`config.mk`:
```
export PLATFORM = sky130hd
export DESIGN_NAME = fetch_unit
export DESIGN_NICKNAME = d
export VERILOG_FILES = /design/src/rtl/core_pkg.sv /design/src/rtl/fetch_unit_next_pc_sel.sv /design/src/rtl/fetch_unit.sv
export SDC_FILE = /design/constraint.sdc
export NUM_CORES = 1
export LEC_CHECK = 0
export ABC_CLOCK_PERIOD_IN_PS = 1500
export CAP_MARGIN = 20
export CORE_UTILIZATION = 38
export CTS_CLUSTER_DIAMETER = 40
export DETAILED_ROUTE_END_ITERATION = 7
export PLACE_DENSITY = 0.81
export SYNTH_ARGS = -nofsm -noshare
export SYNTH_HDL_FRONTEND = slang
export SYNTH_SLANG_ARGS = --single-unit
```
`constraint.sdc`:
```
create_clock -name clk -period 1.5 [get_ports clk]
set_clock_uncertainty 0.1 [all_clocks]
set_input_delay 0.225 -clock clk [delete_from_list [all_inputs] [get_ports clk]]
set_output_delay 0.225 -clock clk [all_outputs]
set_load 0.005 [all_outputs]
```
`src/rtl/core_pkg.sv`:
```
// Shared constants for the multicycle MIPS core: next-PC select codes,
// reset PC and instruction field positions used by fetch and controller.
package core_pkg;

    localparam logic [1:0]  PC_SRC_ALU    = 2'd0;
    localparam logic [1:0]  PC_SRC_BRANCH = 2'd1;
    localparam logic [1:0]  PC_SRC_JUMP   = 2'd2;
    localparam logic [1:0]  PC_SRC_JR     = 2'd3;

    localparam logic [31:0] RESET_PC      = 32'h0000_0000;

    localparam int OPCODE_MSB = 31;
    localparam int OPCODE_LSB = 26;
    localparam int RS_MSB     = 25;
    localparam int RS_LSB     = 21;
    localparam int RT_MSB     = 20;
    localparam int RT_LSB     = 16;
    localparam int RD_MSB     = 15;
    localparam int RD_LSB     = 11;
    localparam int FUNCT_MSB  = 5;
    localparam int FUNCT_LSB  = 0;
    localparam int IMM_MSB    = 15;
    localparam int IMM_LSB    = 0;

    // Sign-extend a 16-bit immediate to 32 bits.
    function automatic logic [31:0] sext16(input logic [15:0] v);
        return {{16{v[15]}}, v};
    endfunction

endpackage

```
`src/rtl/fetch_unit_next_pc_sel.sv`:
```
// next_pc_sel: combinational next-PC mux and PC write qualification.
// Optional FETCH_ALIGN_CHECK_EN suppresses writes of unaligned targets
// and flags them.
module next_pc_sel
    import core_pkg::*;
(
    input  logic [1:0]  pc_src,
    input  logic [31:0] alu_result,
    input  logic [31:0] alu_out,
    input  logic [3:0]  pc_hi,
    input  logic [25:0] jump_idx,
    input  logic [31:0] rs_data,
    input  logic        pc_we,
    input  logic        branch,
    input  logic        beq_sel,
    input  logic        alu_zero,
    output logic [31:0] next_pc,
    output logic        pc_load,
    output logic        misalign_evt
);

    logic pc_wr;

    // Select the candidate next PC.
    always_comb begin
        next_pc = alu_result;
        case (pc_src)
            PC_SRC_ALU:    next_pc = alu_result;
            PC_SRC_BRANCH: next_pc = alu_out;
            PC_SRC_JUMP:   next_pc = {pc_hi, jump_idx, 2'b00};
            PC_SRC_JR:     next_pc = rs_data;
            default:       next_pc = alu_result;
        endcase
    end

    // Unconditional write or a branch whose condition holds (beq_sel flips it for bne).
    assign pc_wr = pc_we | (branch & (alu_zero ^ beq_sel));

`ifdef FETCH_ALIGN_CHECK_EN
    // An unaligned target is reported and the write dropped so PC stays word-aligned.
    always_comb begin
        misalign_evt = pc_wr & (next_pc[1:0] != 2'b00);
        pc_load      = pc_wr & ~misalign_evt;
    end
`else
    // No alignment policing: every qualified write lands as-is.
    always_comb begin
        misalign_evt = 1'b0;
        pc_load      = pc_wr;
    end
`endif

endmodule

```
`src/rtl/fetch_unit.sv`:
```
// fetch_unit: PC, instruction register and ALUOut holding register of the
// multicycle MIPS core. Optional macro FETCH_ALIGN_CHECK_EN enables the
// sticky pc_misalign fault and suppression of unaligned PC writes.
module fetch_unit
    import core_pkg::*;
(
    input  logic        clk,
    input  logic        rst_n,
    input  logic        pc_we,
    input  logic [1:0]  pc_src,
    input  logic        branch,
    input  logic        beq_sel,
    input  logic        ir_write,
    input  logic [31:0] alu_result,
    input  logic        alu_zero,
    input  logic [31:0] rs_data,
    input  logic [31:0] mem_rdata,
    output logic [31:0] pc,
    output logic [31:0] alu_out,
    output logic [31:0] instr,
    output logic [5:0]  opcode,
    output logic [5:0]  funct,
    output logic [4:0]  rs,
    output logic [4:0]  rt,
    output logic [4:0]  rd,
    output logic [31:0] imm_sext,
    output logic        ir_valid,
    output logic        pc_misalign
);

    logic [31:0] pc_q, pc_d;
    logic [31:0] instr_q, instr_d;
    logic [31:0] alu_out_q, alu_out_d;
    logic        ir_valid_q, ir_valid_d;
    logic        pc_misalign_q, pc_misalign_d;

    logic [31:0] next_pc;
    logic        pc_load;
    logic        misalign_evt;

    next_pc_sel u_next_pc_sel (
        .pc_src       (pc_src),
        .alu_result   (alu_result),
        .alu_out      (alu_out_q),
        .pc_hi        (pc_q[31:28]),
        .jump_idx     (instr_q[25:0]),
        .rs_data      (rs_data),
        .pc_we        (pc_we),
        .branch       (branch),
        .beq_sel      (beq_sel),
        .alu_zero     (alu_zero),
        .next_pc      (next_pc),
        .pc_load      (pc_load),
        .misalign_evt (misalign_evt)
    );

    // Next-state for PC, IR, ALUOut and the sticky status bits.
    always_comb begin
        pc_d          = pc_load  ? next_pc   : pc_q;
        instr_d       = ir_write ? mem_rdata : instr_q;
        ir_valid_d    = ir_valid_q | ir_write;
        alu_out_d     = alu_result;
        pc_misalign_d = pc_misalign_q | misalign_evt;
    end

    // State registers; reset aborts any in-flight instruction immediately.
    always_ff @(posedge clk or negedge rst_n) begin
        if (!rst_n) begin
            pc_q          <= RESET_PC;
            instr_q       <= '0;
            alu_out_q     <= '0;
            ir_valid_q    <= 1'b0;
            pc_misalign_q <= 1'b0;
        end else begin
            pc_q          <= pc_d;
            instr_q       <= instr_d;
            alu_out_q     <= alu_out_d;
            ir_valid_q    <= ir_valid_d;
            pc_misalign_q <= pc_misalign_d;
        end
    end

    assign pc          = pc_q;
    assign instr       = instr_q;
    assign alu_out     = alu_out_q;
    assign ir_valid    = ir_valid_q;
    assign pc_misalign = pc_misalign_q;

    // Decoded fields are pure slices of the IR.
    assign opcode   = instr_q[OPCODE_MSB:OPCODE_LSB];
    assign rs       = instr_q[RS_MSB:RS_LSB];
    assign rt       = instr_q[RT_MSB:RT_LSB];
    assign rd       = instr_q[RD_MSB:RD_LSB];
    assign funct    = instr_q[FUNCT_MSB:FUNCT_LSB];
    assign imm_sext = sext16(instr_q[IMM_MSB:IMM_LSB]);

endmodule
```
==> flow_summary_export.csv <==
group,metric,value,unit
run_status,outcome,"complete, no violations",
placement,gp_routability_congestion,0.892,
cells_and_area,final_net_count,725,
timing,setup_viol,0,
worst_setup_path,critical_path.max_fanout,3,
power,power_dissipated_by_switching_net_loads,1.86,mW
logic_synthesis,netlist-cell-type-count,20,
power,cellLeakagePower,3.57,nW
floorplan,fp-row-count,39,
floorplan,die-width,111,microns
floorplan,fp.dieArea,0.0123,sq mm
logic_synthesis,synth_seq_area_share,0.540,
cells_and_area,stdcell_count,768,
grt,grt.overflow.total,0,
timing,whs,0.243,ns
placement,placed_cell_areas,0.00691,sq mm
routing,post_drt_wl_per_cell,18.8,microns
power,power,7.34,mW
clock_tree,clkSlewWorstSetupHoldPaths,0.07,ns
clock_tree,cts_tree,"built",
cells_and_area,area_growth,67.2,%
clock_tree,clock_tree.buffer_depth,2,
cells_and_area,antenna_cells_inserted,0,
power,p_per_area,977,mW/mm^2
worst_setup_path,worst_ep_arrival_time,1.62,ns
power,clockPowerShare,0.327,
placement,dpl_worst_slack,-0.247,ns
power,seq_power_share,0.414,
routing,routed_via_density,4.89,
grt,pin_count_of_the_biggest_net_entering_global_routing,37,
timing,maximum_clock_rate,0.673,GHz
floorplan,die_height,111,microns
timing,rsz_0062_raised_after_global_routing,"yes",
routing,post_route_drc,0,
clock_tree,htree_num_levels,3,
grt,antenna_found_initial,1,
routing,drtIter0Drc,114,
timing,slew_limit_fails,0,
power,share_comb_of_total_power,0.259,
logic_synthesis,number_of_synthesis_warnings,0,
power,vdd.ir_drop.worst,0.636,mV
logic_synthesis,ys_ff_latch,97,
floorplan,placeableCoreArea,0.0115,sq mm
logic_synthesis,most_used_standard_cell_by_instance_count_after_synthesis,"dfrtp_1",
timing,tns,0,ns
logic_synthesis,synth_edf_count,0,
clock_tree,cts_made_buffers,9,
grt,first_pass_grt_wire_length,22.7,mm
logic_synthesis,post_synth.cell_area_avg,13.0,sq um
clock_tree,root_buf_cell,"clkbuf_16",
grt,globalRouteTotalUtil,0.241,
timing,fin_crit,1.48,ns
timing,timing.final.hold_violations,0,
worst_setup_path,cpPeakStageDelay,0.45,ns
worst_setup_path,critPathKind,"reg -> reg",
clock_tree,clk-insertion-delay-late,0.34,ns
grt,grt_pass1_vias,4116,
floorplan,starting_density,0.392,
logic_synthesis,yosys-top-cells-area,"dfrtp_1, mux4_2, buf_4",
placement,dp_cells,689,
logic_synthesis,synth.cells.most_frequent,"dfrtp_1, nand2_1, buf_4",
worst_setup_path,sequence_of_cells_on_the_critical_path,"buf_4, buf_4, mux4_2, nand2_1, nand2_1",
worst_setup_path,worstSetupStartpointType,"register",
logic_synthesis,asyncSetResetFlopFracSynth,1.00,
logic_synthesis,synth_ff_type,"dfrtp_1",
logic_synthesis,synthCells,347,
placement,placement.io_buffers,260,
worst_setup_path,worst_path_max_delay_cell,"mux4_2",
logic_synthesis,synth_top_cell_by_area,"dfrtp_1",
placement,detailedPlacementHpwl,10.2,mm
cells_and_area,layout.filler_cells,869,
routing,drt-pass1-iter-count,4,
power,switching_share,0.253,
routing,antenna_left,0,
logic_synthesis,mappedNetlistArea,0.00450,sq mm
routing,dr_total_vias,3752,
worst_hold_path,hp-class,"in -> reg",
run,max-cap-violations,0,
worst_setup_path,cp-end-kind,"register",
power,cell_internal_pwr,5.48,mW
cells_and_area,final_cell_area,0.00752,sq mm
timing,post-route-period-util,0.990,
logic_synthesis,mappedNetlistNets,452,
clock_tree,clock_sink_count,97,
routing,routed_wl,14.4,mm
timing,fin_ws,0.0150,ns
worst_setup_path,cp_data_required_time,1.63,ns
floorplan,ports_placed_on_the_boundary,262,
cells_and_area,layout.core_utilization,0.656,
logic_synthesis,yosys.area.top_type_share,0.540,
cells_and_area,drive_above_1_share,0.296,
[power by group through the flow]
stage	clock network, mW	registers, mW	logic, mW
2_1_floorplan	0	3.12	0.723
3_3_place_gp	0	3.13	1.84
3_5_place_dp	0	3.15	1.87
4_1_cts	2.45	3.03	1.90
5_1_grt	2.56	3.07	2.04
6_report	2.40	3.04	1.91
[cell families after synthesis]
group | after synthesis | share of synthesized area
buffers and inverters | 79 | 0.131
XOR/XNOR | 1 | 0.00195
multiplexers | 64 | 0.229
other | 1 | 0.000834
AO/OA/AOI/OAI | 8 | 0.0120
AND/OR/NAND/NOR | 97 | 0.0854
flip-flops | 97 | 0.540
[cells in the final DEF (no fill, tap or decap), types with 9 or more instances in the layout]
master           count
mux4_2              24
nand2_1             76
clkdlybuf4s50_1    101
nand3_1             12
mux2_2              38
buf_6               10
clkbuf_2            14
dlygate4sd2_1      133
dfrtp_1             93
clkbuf_16            9
buf_4               64
[worst max-delay path, delay by kind of cell, from the launching register on]
| family | cells | cell delay (ns) |
|---|---|---|
| buf+inv | 2 | 0.27 |
| flops | 1 | 0.40 |
| mux | 1 | 0.45 |
| simple gates | 2 | 0.16 |
[area by class of cell]
type	count	area, sq um	area share
Clock buffer	12	267	0.0355
Timing Repair Buffer	341	3100	0.412
Sequential cell	97	2430	0.324
Multi-Input combinational cell	171	1490	0.198
Clock inverter	4	48.8	0.00649
Tap cell	143	179	0.0238
[worst paths after layout]
| path | slack [ns] | end | depth (start not counted) | start |
|---|---|---|---|---|
| min in group asynchronous | 0.26 | alu_out[30]$_DFF_PN0_ | 2 | rst_n |
| hold reg to reg | 0.36 | pc[15]$_DFFE_PN0P_ | 2 | pc[15]$_DFFE_PN0P_ |
| max in group asynchronous | 0.52 | instr[15]$_DFFE_PN0P_ | 3 | rst_n |
| setup / recovery | 0.02 | pc[5]$_DFFE_PN0P_ | 5 | instr[3]$_DFFE_PN0P_ |
| hold / removal | 0.24 | alu_out[2]$_DFF_PN0_ | 1 | alu_result[2] |
| setup reg to reg | 0.02 | pc[5]$_DFFE_PN0P_ | 5 | instr[3]$_DFFE_PN0P_ |
[sequential cells by signal (all words and copies together), names as in the netlist]
| name | flops |
|---|---|
| alu_out | 32 |
| pc | 32 |
| ir_valid | 1 |
| instr | 32 |
[timing repair]
item,4_1_cts,5_1_grt
cloned,1,0
endpoints found under the setup margin,157,44
pin swaps,2,6
hold buffers,1,0
gates resized for setup,184,34
buffers inserted,58,9
endpoints found under the hold margin,20,0
[per-layer routing]
metal | wire [microns] | part of all wire | track usage
met1 | 5410 | 0.37 | 0.276
met2 | 7810 | 0.54 | 0.429
met3 | 794 | 0.055 | 0.0596
met4 | 399 | 0.028 | 0.0969
met5 | 10 | 0.00069 | 0
No activity file was read; power rests on OpenSTA's default activity.
